**src/rtl/atm_sample_pkg.sv**
```systemverilog
// Shared constants for the sample pointer unit: the default widths of the
// ROM address, the ROM sample and the sample-period counter.
package atm_sample_pkg;

    localparam int DEF_ADDR_W   = 8;
    localparam int DEF_DATA_W   = 8;
    localparam int DEF_PERIOD_W = 16;

endpackage : atm_sample_pkg

```
**src/rtl/sample_period_timer.sv**
```systemverilog
// Sample-period timer. It counts 0..period-1 while enabled and pulses
// 'expired' for the one cycle in which the count sits at period-1, then
// restarts at 0. A period of 0 behaves like a period of 1. When disabled,
// the count is held at 0 and 'expired' stays low. 'clear' restarts the count.
module sample_period_timer
    import atm_sample_pkg::*;
#(
    parameter int PERIOD_W = DEF_PERIOD_W
) (
    input  logic                clk,
    input  logic                rst,
    input  logic                enable,
    input  logic                clear,
    input  logic [PERIOD_W-1:0] period,
    output logic                expired
);

    localparam logic [PERIOD_W-1:0] ONE = PERIOD_W'(1);

    logic [PERIOD_W-1:0] count_q;
    logic [PERIOD_W-1:0] count_d;
    logic [PERIOD_W-1:0] last_count;

    // Terminal count and next count. '>=' lets a count that is already past
    // a freshly lowered period wrap immediately.
    always_comb begin
        last_count = (period == '0) ? '0 : (period - ONE);
        expired    = enable && (count_q >= last_count);
        count_d    = count_q;
        if (clear || !enable) begin
            count_d = '0;
        end else if (expired) begin
            count_d = '0;
        end else begin
            count_d = count_q + ONE;
        end
    end

    // Count register
    always_ff @(posedge clk or posedge rst) begin
        if (rst) begin
            count_q <= '0;
        end else begin
            count_q <= count_d;
        end
    end

endmodule : sample_period_timer

```
**src/rtl/sample_pointer_unit.sv**
```systemverilog
// Sample pointer unit: walks a ROM address pointer from a latched start
// address towards a latched end address, flags the end match, times the
// sample period and holds the captured sample for a valid/ready consumer.
//
// Handshake: sample_out is transferred on every rising edge where
// sample_valid && sample_ready. A capture always loads the newest ROM data,
// and the latest sample wins over one that has not yet been taken.
//
// Optional feature: define SAMPLE_OVERRUN_DET_EN to add a sticky 'overrun'
// output. It is set when a capture overwrites a sample that is still
// waiting, and it is cleared by load_ptrs or rst.
module sample_pointer_unit
    import atm_sample_pkg::*;
#(
    parameter int ADDR_W   = DEF_ADDR_W,
    parameter int DATA_W   = DEF_DATA_W,
    parameter int PERIOD_W = DEF_PERIOD_W
) (
    input  logic                clk,
    input  logic                rst,
    input  logic                load_ptrs,
    input  logic                increment,
    input  logic                sample_capture,
    input  logic [ADDR_W-1:0]   start_addr,
    input  logic [ADDR_W-1:0]   end_addr,
    input  logic [PERIOD_W-1:0] period_cycles,
    input  logic [DATA_W-1:0]   rom_data,
    output logic [ADDR_W-1:0]   rom_addr,
    output logic                val_match,
    output logic                period_expired,
    output logic [DATA_W-1:0]   sample_out,
    output logic                sample_valid,
`ifdef SAMPLE_OVERRUN_DET_EN
    output logic                overrun,
`endif
    input  logic                sample_ready
);

    localparam logic [ADDR_W-1:0] ADDR_ONE = ADDR_W'(1);

    logic [ADDR_W-1:0] ptr_q,    ptr_d;
    logic [ADDR_W-1:0] end_q,    end_d;
    logic              active_q, active_d;
    logic [DATA_W-1:0] sample_q, sample_d;
    logic              valid_q,  valid_d;

    // End-of-sequence match, decoded from registers only
    always_comb begin
        val_match = active_q && (ptr_q == end_q);
    end

    // Pointer and active flag: load wins over increment. The pointer keeps
    // advancing past the end address; only the active flag drops there.
    always_comb begin
        ptr_d    = ptr_q;
        end_d    = end_q;
        active_d = active_q;
        if (load_ptrs) begin
            ptr_d    = start_addr;
            end_d    = end_addr;
            active_d = 1'b1;
        end else if (increment) begin
            ptr_d = ptr_q + ADDR_ONE;
            if (val_match) begin
                active_d = 1'b0;
            end
        end
    end

    // Sample holding register with valid/ready handshake
    always_comb begin
        sample_d = sample_q;
        valid_d  = valid_q;
        if (sample_capture) begin
            sample_d = rom_data;
            valid_d  = 1'b1;
        end else if (valid_q && sample_ready) begin
            valid_d = 1'b0;
        end
    end

    // Pointer, match and capture state
    always_ff @(posedge clk or posedge rst) begin
        if (rst) begin
            ptr_q    <= '0;
            end_q    <= '0;
            active_q <= 1'b0;
            sample_q <= '0;
            valid_q  <= 1'b0;
        end else begin
            ptr_q    <= ptr_d;
            end_q    <= end_d;
            active_q <= active_d;
            sample_q <= sample_d;
            valid_q  <= valid_d;
        end
    end

`ifdef SAMPLE_OVERRUN_DET_EN
    logic overrun_q, overrun_d;

    // Sticky overrun: a capture lands on a sample nobody has taken yet
    always_comb begin
        overrun_d = overrun_q;
        if (load_ptrs) begin
            overrun_d = 1'b0;
        end else if (sample_capture && valid_q && !sample_ready) begin
            overrun_d = 1'b1;
        end
    end

    // Overrun flag register
    always_ff @(posedge clk or posedge rst) begin
        if (rst) begin
            overrun_q <= 1'b0;
        end else begin
            overrun_q <= overrun_d;
        end
    end

    assign overrun = overrun_q;
`endif

    // Period timer runs only while a sequence is active; load restarts it
    sample_period_timer #(
        .PERIOD_W (PERIOD_W)
    ) u_timer (
        .clk     (clk),
        .rst     (rst),
        .enable  (active_q),
        .clear   (load_ptrs),
        .period  (period_cycles),
        .expired (period_expired)
    );

    assign rom_addr     = ptr_q;
    assign sample_out   = sample_q;
    assign sample_valid = valid_q;

endmodule : sample_pointer_unit
```
**config.mk**
```make
export PLATFORM = sky130hd
export DESIGN_NAME = sample_pointer_unit
export DESIGN_NICKNAME = d
export VERILOG_FILES = /design/src/rtl/atm_sample_pkg.sv /design/src/rtl/sample_period_timer.sv /design/src/rtl/sample_pointer_unit.sv
export SDC_FILE = /design/constraint.sdc
export NUM_CORES = 1
export LEC_CHECK = 0
export CORE_ASPECT_RATIO = 1.1
export CORE_UTILIZATION = 40
export DETAILED_ROUTE_END_ITERATION = 8
export GPL_ROUTABILITY_DRIVEN = 0
export MAX_ROUTING_LAYER = met4
export PLACE_DENSITY = 0.7
export SLEW_MARGIN = 20
export SYNTH_ARGS = -nofsm -noshare
export SYNTH_HDL_FRONTEND = slang
export SYNTH_SLANG_ARGS = --single-unit
```
**constraint.sdc**
```tcl
create_clock -name clk -period 3.5 [get_ports clk]
set_input_delay 0.35 -clock clk [delete_from_list [all_inputs] [get_ports clk]]
set_output_delay 0.35 -clock clk [all_outputs]
set_load 0.1 [all_outputs]
```
==> out/metrics.cfg <==
[global_route]
grt_first_pass_wirelength_um = 10300
grt_max_degree = 43
grt_antenna_before_repair = 0
grt_usage = 0.196
grt-ovfl-total = 0
first_global_vias = 2401

[worst_setup_path]
reg2reg_to = u_timer.count_q[0]$_DFF_PP0_
worstPathCellList = buf_6, or4_4, or3_4, or3_4, or3_4, buf_8, buf_6, nand2_4, ha_4, nand4_1, o41a_1, o21a_1, a21boi_4, buf_12
cp_max_fo = 6
crit_top_cell = or3_4
cp_slowest_cell = or4_4
crit_path_max_incr_delay_ns = 0.53
end_kind = output pin
reg2reg_from = u_timer.count_q[0]$_DFF_PP0_
r2r_slack_ns = 1.28
r2r_cells = 9
start_kind = input pin
path_class = input pin to output pin
crit_required_ns = 3.15
cp.arrival_ns = 3.59

[synth]
synth_area_mm2 = 0.00262
synth_top_family_by_area = simple AND/OR/NAND/NOR gates
synth_xor_area_frac = 0.127
synthAdderAreaFrac = 0.0956
synth-compound-area-share = 0.0674
yosys.area_share.simple = 0.208
postSynthNetCount = 340
synthTopCellsByCount = 42 x dfrtp_1, 37 x nand2_1, 34 x nor2_1
yosys.area.top_type = dfrtp_1
async_flop_share = 1.00
synth_top_area_frac = 0.401
syn_inst = 274
synth_area_per_cell_um2 = 9.56
synth_edf_count = 0
synthMuxAreaShare = 0.0764
ys_seq_area_frac = 0.401
synth_cell_types = 36
synth_area_leaders = dfrtp_1 40%, ha_1 9.6%, mux2_2 6.9%, xor2_1 6.7%, xnor2_1 6.0%
yosys_most_used_dff = dfrtp_1
ys_warn_count = 0
yosysMostFrequentCell = dfrtp_1
ys_seq_elements = 42

[floorplanning]
dieArea_mm2 = 0.00687
rows = 30
ioPinCount = 65
core_area_mm2 = 0.00623
initial_core_util = 0.420
die_x_um = 79.1
die_h_um = 86.9

[final_layout]
fin_area_mm2 = 0.00389
regArea_mm2 = 0.00105
drive_gt1_frac = 0.265
antenna_cells = 0
nNetsFinal = 439
fillCellCount = 576
final_cells = 454
multi_input_area_mm2 = 0.00170
area_delta_synth_final_pct = 48.6

[power]
leakage_nw = 1.63
peakVddDrop_uv = 371
p_per_area_mw_per_mm2 = 331

[hold_path]
hp-class = input pin to asynchronous set/reset pin

[sta]
finalMaxSlewViolations = 0
rsz0062_at_grt = yes
setup_violations = 17
fmax_mhz = 254
final.min_clock_period_ns = 3.94
period_share = 1.13
fin_skew_ns = 0.00267
final-hold-violation-count = 0
tightest_slew_ns = 0.989
slew_headroom = 0.338
worst_slack_ns = -0.440

[status]
violations = negative setup slack
status = finished with violations

[cts]
hold_buffers = 0
cts_sinks = 42
root_buffer = clkbuf_8
cts_max_path_buffers = 2
cts_buffers = 5
cts.clk_slew.worst_paths_ns = 0.07
worstSkewPairLatency_ns = 0.29
htreeDepth = 2
cts_tree = done

[placement]
placed_area_mm2 = 0.00358
dpl.hpwl_um = 4510
dp_cells = 440
io_buffer_count = 64

[routing]
firstDrtPassIters = 4
initialDrtViolationCount = 49
antenna_left = 0
post_drt_wl_per_cell_um = 13.4
totalWireLength_um = 6090
vias = 2298
viasPerCell = 5.06
drc = 0

[run]
cap_violations = 0

==> metal layers <==
metal  up-vias  track usage  wire, um  share of wire
met5         -            -         0              0
li1       1145            -         -              -
met3         9       0.0314       232          0.038
met4         0       0.0711        99          0.016
met1      1084        0.226      2640           0.43
met2        60        0.344      3110           0.51
==> cell type report <==
type	count	area share
Clock buffer	7	0.0222
Clock inverter	1	0.00129
Inverter	8	0.00771
Multi-Input combinational cell	217	0.436
Sequential cell	42	0.270
Tap cell	80	0.0257
Timing Repair Buffer	99	0.237
==> state kept, by name (all words and copies together), names as in the netlist <==
| signal | count |
|---|---|
| active_q | 1 |
| end_q | 8 |
| rom_addr | 8 |
| sample_out | 8 |
| sample_valid | 1 |
| u_timer.count_q | 16 |
==> per-stage QoR <==
| stage | worst slack [ns] | power, mW | TNS, ns | utilization | hold WS [ns] |
|---|---|---|---|---|---|
| finish | -0.440 | 1.29 | -0.941 | 0.625 | 0.493 |
| global route | -0.515 | 1.35 | -1.99 | 0.625 | 0.529 |
| CTS | -0.559 | 1.29 | -1.95 | 0.606 | 0.497 |
| detailed placement | -0.800 | 0.963 | -10.92 | 0.575 | 0.481 |
| global placement | -0.710 | 0.956 | -9.70 | 0.575 | 0.469 |
| floorplan | -0.433 | 0.818 | -1.33 | - | 0.465 |
==> cells in the final DEF (no fill, tap or decap), types with 3 or more instances in the layout <==
master / n
nand3_1: 9
nor2_1: 22
mux2_2: 16
o21a_1: 3
clkdlybuf4s50_1: 58
nand4_1: 7
dfrtp_1: 42
ha_4: 5
buf_6: 5
xnor2_1: 18
inv_1: 8
nand2_1: 31
a21oi_1: 5
nand2_4: 4
xor2_1: 20
clkbuf_8: 6
o21ai_0: 9
ha_1: 15
nor3_1: 7
buf_4: 32
or3_4: 3
nor2_2: 10
==> logic make-up after synthesis <==
logic type | Yosys count
AOI/OAI and AO/OA | 28
xor gates and xnor gates | 38
adders and majority gates | 20
buffers and inverters | 15
DFF | 42
muxes | 18
and+or+nand+nor | 113
==> repair_timing <==
item	in CTS	in global routing
setup buffers	4	2
gates cloned	1	0
gates resized for setup	34	24
endpoints found under the hold margin	0	0
pin swaps	20	12
endpoints found under the setup margin	17	17
==> worst max-delay path: cells and delay by family <==
kind / cells / cell delay [ns]
simple gates: 6 / 1.72
compound gates: 3 / 0.82
fa+ha+maj: 1 / 0.13
buf+inv: 4 / 0.56
==> power by group <==
group / leakage, nW / switching [mW] / total (mW) / internal, mW
Clock: 0.0482 / 0.151 / 0.309 / 0.159
Combinational: 1.06 / 0.255 / 0.425 / 0.170
Sequential: 0.525 / 0.0344 / 0.552 / 0.518
Total: 1.63 / 0.440 / 1.29 / 0.847
==> worst max path at each step <==
stage	endpoint	depth (start not counted)	from	slack, ns
2_1_floorplan	period_expired	11	period_cycles[9]	-0.43
3_3_place_gp	period_expired	13	period_cycles[9]	-0.71
3_5_place_dp	period_expired	13	period_cycles[9]	-0.80
4_1_cts	period_expired	13	period_cycles[6]	-0.56
5_1_grt	period_expired	14	period_cycles[9]	-0.52
6_report	period_expired	14	period_cycles[9]	-0.44
Note: power is estimated with default switching activity, not from simulation.
